==> src/rtl/muxn_pipe_pkg.sv <==
// Shared constants and helpers for the muxn_pipe selector family.
// The rr_mode port and its arbiter exist only when MUXN_PIPE_RR_EN is defined.
package muxn_pipe_pkg;

  localparam int unsigned DATA_WIDTH = 32;
  localparam int unsigned MUX_MAX_IN = 32;

  // How the effective channel is chosen in a given cycle
  typedef enum logic {
    MODE_SEL = 1'b0,
    MODE_RR  = 1'b1
  } sel_mode_e;

  // Out-of-range selects fall through to the last channel
  function automatic int unsigned eff_channel(int unsigned sel, int unsigned num_in);
    return (sel < num_in) ? sel : num_in - 1;
  endfunction

endpackage

==> src/rtl/muxn_rr_arb.sv <==
// Round-robin arbiter: grants the first requester above the last grant,
// wrapping at NUM_IN-1 back to 0. Built only when MUXN_PIPE_RR_EN is defined.
module muxn_rr_arb #(
  parameter int unsigned NUM_IN = 8,
  parameter int unsigned SELW   = $clog2(NUM_IN)
) (
  input  logic              clk,
  input  logic              rst,
  input  logic [NUM_IN-1:0] req,
  input  logic              advance,
  output logic [SELW-1:0]   grant_ch,
  output logic              grant_any
);

  logic [SELW-1:0] last_q, last_d;
  logic [SELW:0]   idx;

  // Rotating priority search starting one above the previous winner
  always_comb begin
    grant_ch  = '0;
    grant_any = 1'b0;
    idx       = '0;
    for (int unsigned i = 1; i <= NUM_IN; i++) begin
      idx = {1'b0, last_q} + (SELW+1)'(i);
      if (idx >= (SELW+1)'(NUM_IN)) idx = idx - (SELW+1)'(NUM_IN);
      if (!grant_any && req[idx]) begin
        grant_any = 1'b1;
        grant_ch  = idx[SELW-1:0];
      end
    end
    last_d = advance ? grant_ch : last_q;
  end

  // Last grant starts at the top channel so channel 0 wins first
  always_ff @(posedge clk) begin
    if (rst) last_q <= SELW'(NUM_IN - 1);
    else     last_q <= last_d;
  end

endmodule

==> src/rtl/muxn_pipe.sv <==
// N-way data selector with one registered output stage and valid/ready
// handshakes on every input and on the output.
// Optional MUXN_PIPE_RR_EN adds rr_mode for round-robin channel choice.
module muxn_pipe
  import muxn_pipe_pkg::*;
#(
  parameter int unsigned WIDTH  = DATA_WIDTH,
  parameter int unsigned NUM_IN = 8,
  parameter int unsigned SELW   = $clog2(NUM_IN)
) (
  input  logic                    clk,
  input  logic                    rst,
  input  logic [NUM_IN*WIDTH-1:0] in_data,
  input  logic [NUM_IN-1:0]       in_valid,
  output logic [NUM_IN-1:0]       in_ready,
  input  logic [SELW-1:0]         sel,
`ifdef MUXN_PIPE_RR_EN
  input  logic                    rr_mode,
`endif
  output logic [WIDTH-1:0]        out_data,
  output logic                    out_valid,
  input  logic                    out_ready,
  output logic [SELW-1:0]         out_ch,
  output logic                    sel_err
);

  generate
    if (NUM_IN < 2 || NUM_IN > MUX_MAX_IN || WIDTH == 0) begin : g_bad_param
      $error("muxn_pipe: NUM_IN must be 2..MUX_MAX_IN and WIDTH nonzero");
    end
  endgenerate

  sel_mode_e       mode;
  logic            sel_oor;
  logic [SELW-1:0] sel_ch;
  logic [SELW-1:0] ch_c;
  logic            ready_en;
  logic            can_load;
  logic            load;

  logic [WIDTH-1:0] out_data_q, out_data_d;
  logic [SELW-1:0]  out_ch_q, out_ch_d;
  logic             out_valid_q, out_valid_d;
  logic             sel_err_q, sel_err_d;

  assign sel_oor = 32'(sel) >= NUM_IN;
  assign sel_ch  = SELW'(eff_channel(32'(sel), NUM_IN));

`ifdef MUXN_PIPE_RR_EN
  logic [SELW-1:0] rr_ch;
  logic            rr_any;

  assign mode = rr_mode ? MODE_RR : MODE_SEL;

  muxn_rr_arb #(
    .NUM_IN (NUM_IN),
    .SELW   (SELW)
  ) u_arb (
    .clk       (clk),
    .rst       (rst),
    .req       (in_valid),
    .advance   (load && (mode == MODE_RR)),
    .grant_ch  (rr_ch),
    .grant_any (rr_any)
  );
`else
  assign mode = MODE_SEL;
`endif

  // Pick the effective channel; round-robin only offers ready to a requester
  always_comb begin
    ch_c     = sel_ch;
    ready_en = 1'b1;
`ifdef MUXN_PIPE_RR_EN
    if (mode == MODE_RR) begin
      ch_c     = rr_ch;
      ready_en = rr_any;
    end
`endif
  end

  // One-hot ready toward the effective channel when the register can take a beat
  always_comb begin
    can_load = !out_valid_q || out_ready;
    in_ready = '0;
    if (!rst && can_load && ready_en) in_ready[ch_c] = 1'b1;
    load = !rst && can_load && ready_en && in_valid[ch_c];
  end

  // Output register next state: load replaces, drain clears valid, stall holds
  always_comb begin
    out_data_d  = out_data_q;
    out_ch_d    = out_ch_q;
    out_valid_d = out_valid_q;
    if (load) begin
      out_data_d  = in_data[ch_c*WIDTH +: WIDTH];
      out_ch_d    = ch_c;
      out_valid_d = 1'b1;
    end else if (out_ready) begin
      out_valid_d = 1'b0;
    end
    sel_err_d = sel_err_q | (load && (mode == MODE_SEL) && sel_oor);
  end

  // Output stage registers; a beat in flight is dropped by reset
  always_ff @(posedge clk) begin
    if (rst) begin
      out_data_q  <= '0;
      out_ch_q    <= '0;
      out_valid_q <= 1'b0;
      sel_err_q   <= 1'b0;
    end else begin
      out_data_q  <= out_data_d;
      out_ch_q    <= out_ch_d;
      out_valid_q <= out_valid_d;
      sel_err_q   <= sel_err_d;
    end
  end

  assign out_data  = out_data_q;
  assign out_ch    = out_ch_q;
  assign out_valid = out_valid_q;
  assign sel_err   = sel_err_q;

endmodule

==> config.mk <==
export PLATFORM = sky130hd
export DESIGN_NAME = muxn_pipe
export DESIGN_NICKNAME = d
export VERILOG_FILES = /design/src/rtl/muxn_pipe_pkg.sv /design/src/rtl/muxn_rr_arb.sv /design/src/rtl/muxn_pipe.sv
export SDC_FILE = /design/constraint.sdc
export NUM_CORES = 1
export LEC_CHECK = 0
export ABC_AREA = 0
export CAP_MARGIN = 20
export CORE_AREA = 2 2 123 125
export DETAILED_ROUTE_END_ITERATION = 8
export DIE_AREA = 0 0 125 127
export GPL_ROUTABILITY_DRIVEN = 0
export HOLD_SLACK_MARGIN = 0.05
export PLACE_DENSITY = 0.72
export SLEW_MARGIN = 20
export SYNTH_ARGS = -nofsm -noshare
export SYNTH_HDL_FRONTEND = slang
export SYNTH_HIERARCHICAL = 1
export SYNTH_SLANG_ARGS = --single-unit
==> constraint.sdc <==
create_clock -name clk -period 4.7 [get_ports clk]
set_clock_uncertainty 0.15 [all_clocks]
set_input_delay 0.94 -clock clk [delete_from_list [all_inputs] [get_ports clk]]
set_output_delay 0.94 -clock clk [all_outputs]
set_load 0.1 [all_outputs]
==> impl_metrics.tcl <==
set metrics [dict create \
    status "finished clean" \
    cp_max_fo 4 \
    grt_pass1_vias 4290 \
    cts_tree "yes" \
    switchingPower_w 0.000528 \
    clock_latency_ns 0.27 \
    dp_cells 771 \
    ys_seq_elements 36 \
    critPathCaptureType "output port" \
    grt_overflow 0 \
    antenna_cells 0 \
    hold_violations 0 \
    root_buffer "clkbuf_16" \
    maxSlewHeadroom_pct 30.3 \
    synth.area.top_cells "mux4_2, dfxtp_1, mux2_2, nand3_2, o21ai_0" \
    layoutNonFillerInstCount 779 \
    postRouteAntennaNets 0 \
    rsz0062_at_grt "false" \
    finalSetupTns_ns 0 \
    die_x_um 125 \
    drt-total-wl_um 14700 \
    startpoint_type "input port" \
    min_period_ns 3.42 \
    cts_made_buffers 5 \
    fin_hold_ws_ns 0.323 \
    combPwrFrac_pct 51.7 \
    cts.sinks 36 \
    hpwl_um 12000 \
    grt_usage_pct 17.6 \
    vias 3908 \
    layout_commonest_cell "clkdlybuf4s50_1" \
    leakagePower_nw 2.42 \
    postCtsSetupBuffers 0 \
    synth.avg_cell_area_um2 12.2 \
    min_path_type "flip-flop to flip-flop" \
    fmax_mhz 292 \
    final_cell_mix "clkdlybuf4s50_1, mux4_2, dfxtp_1" \
    die-area_um2 15900 \
    ys_warn_count 6 \
    peakVddDrop_v 0.000122 \
    seq_power_share_pct 22.7 \
    fin_ws_ns 1.28 \
    cts_buffer_depth 2 \
    ys_seq_area_share_pct 19.4 \
    routedWlPerCell_um 18.9 \
    cts.reportedPaths.clkPinSlew_ns 0.06 \
    synth_largest_area_cell "mux4_2" \
    ctsResizeCount 0 \
    power.internal_w 0.000970 \
    p_sw_share_pct 35.3 \
    fin_nets 864 \
    syn_to_final_growth_pct 91.9 \
    first_pass_iters 4 \
    synth_top_area_share_pct 39.9 \
    syn-num-nets 575 \
    grt_pass1_wl_um 22400 \
    synth_cell_type_count 24 \
    worst_ep_arrival_time_ns 2.33 \
    num_rows 44 \
    die_h_um 127 \
    drv_cap 0 \
    cp.required_ns 3.61 \
    cellPowerDensity_nw_per_um2 210 \
    drive_above_1_share_pct 29.2 \
    htreeDepth 2 \
    hold_buffers 0 \
    power_frac_clock_pct 25.6 \
    period_share_pct 72.8 \
    via_per_inst 5.02 \
    setup_violations 0 \
    initial_core_util_pct 25.8 \
    drt_iter0_drc 140 \
    pin_count 315 \
    netlist_instances 305 \
    drc 0 \
    netlist_area_um2 3720 \
    pre_cts_ws_ns 1.25 \
    drv_slew 0 \
    tightest_slew_ns 1.05 \
    worstSetupPathType "input port to output port" \
    grt_antenna_before_repair 0 \
    port-buffer-count 313 \
    grt_max_degree 40 \
    core_um2 14400 \
]
-- final cells by class --
cell class / count / area [µm²]
fill: 1271 / 7280
clock buffer: 5 / 125
multi-input combinational: 230 / 2770
timing repair buffer: 321 / 3260
tap: 184 / 230
clock inverter: 3 / 42.5
sequential: 36 / 721
-- sequential cells by signal, summed over array words and instances (netlist names) --
name and flops:
out_valid 1, out_data 32, out_ch 3
-- Yosys cell counts --
| cell | count |
|---|---|
| mux4_2 | 66 |
| dfxtp_1 | 36 |
| mux2_2 | 34 |
| o21ai_0 | 32 |
| nand3_2 | 30 |
| a21oi_1 | 22 |
| clkbuf_1 | 17 |
| a21oi_2 | 12 |
| buf_6 | 10 |
| buf_2 | 9 |
| nand2b_1 | 7 |
| nor2_1 | 7 |
| nand3_1 | 5 |
| mux2i_1 | 4 |
| o21ai_1 | 3 |
| nand2_1 | 2 |
| nor3_1 | 2 |
| buf_4 | 1 |
| buf_8 | 1 |
| clkbuf_4 | 1 |
| conb_1 | 1 |
| mux2_1 | 1 |
| mux2_4 | 1 |
| nor2b_1 | 1 |
-- per-layer routing --
metal  track usage, %  vias to the layer above  routed length (µm)
met5                0                        -                   0
met4             2.94                        0                 176
met3             4.90                       16                1290
met2             35.2                      219                8170
met1             18.5                     1874                5060
li1                 -                     1799                   -
-- power by group through the flow --
stage,logic (W),clock network (W),registers (W)
finish,0.000775,0.000383,0.000340
global route,0.000814,0.000409,0.000343
CTS,0.000784,0.000398,0.000340
detailed placement,0.000781,0,0.000347
global placement,0.000769,0,0.000346
floorplan,0.000294,0,0.000517
-- cell families (layout without fill, tap and decap cells) --
kind of cell | after synthesis | in the layout | share of synthesized area (%)
buffers and inverters | 39 | 329 | 6.76
other | 1 | 1 | 0.101
AOI/OAI and AO/OA | 69 | 69 | 10.5
muxes | 106 | 106 | 52.0
and+or+nand+nor | 54 | 54 | 11.3
DFF | 36 | 36 | 19.4
-- through the flow --
stage | instance area, µm² | util [%] | total power [W]
2_1_floorplan | 3730 | - | 0.000811
3_3_place_gp | 6970 | 48.3 | 0.00112
3_5_place_dp | 6970 | 48.3 | 0.00113
4_1_cts | 7140 | 49.5 | 0.00152
5_1_grt | 7140 | 49.5 | 0.00157
6_report | 7140 | 49.5 | 0.00150
-- critical path: stages --
cell             delay (ns)
clkdlybuf4s50_1        0.45
nand2b_1               0.16
nor2b_4                0.20
nand2_1                0.12
nor2_1                 0.24
buf_12                 0.21
-- worst paths after layout --
check | slack, ns | cells past startpoint | startpoint | to
min reg2reg | 0.32 | 2 | out_ch[1]$_SDFFE_PP0P_ | out_ch[1]$_SDFFE_PP0P_
max reg2reg | 2.93 | 5 | out_valid$_SDFFE_PP0P_ | out_data[21]$_SDFFE_PP0P_
min | 0.32 | 2 | out_ch[1]$_SDFFE_PP0P_ | out_ch[1]$_SDFFE_PP0P_
max | 1.28 | 6 | out_ready | in_ready[5]
Power figures use the tool's default switching activity.
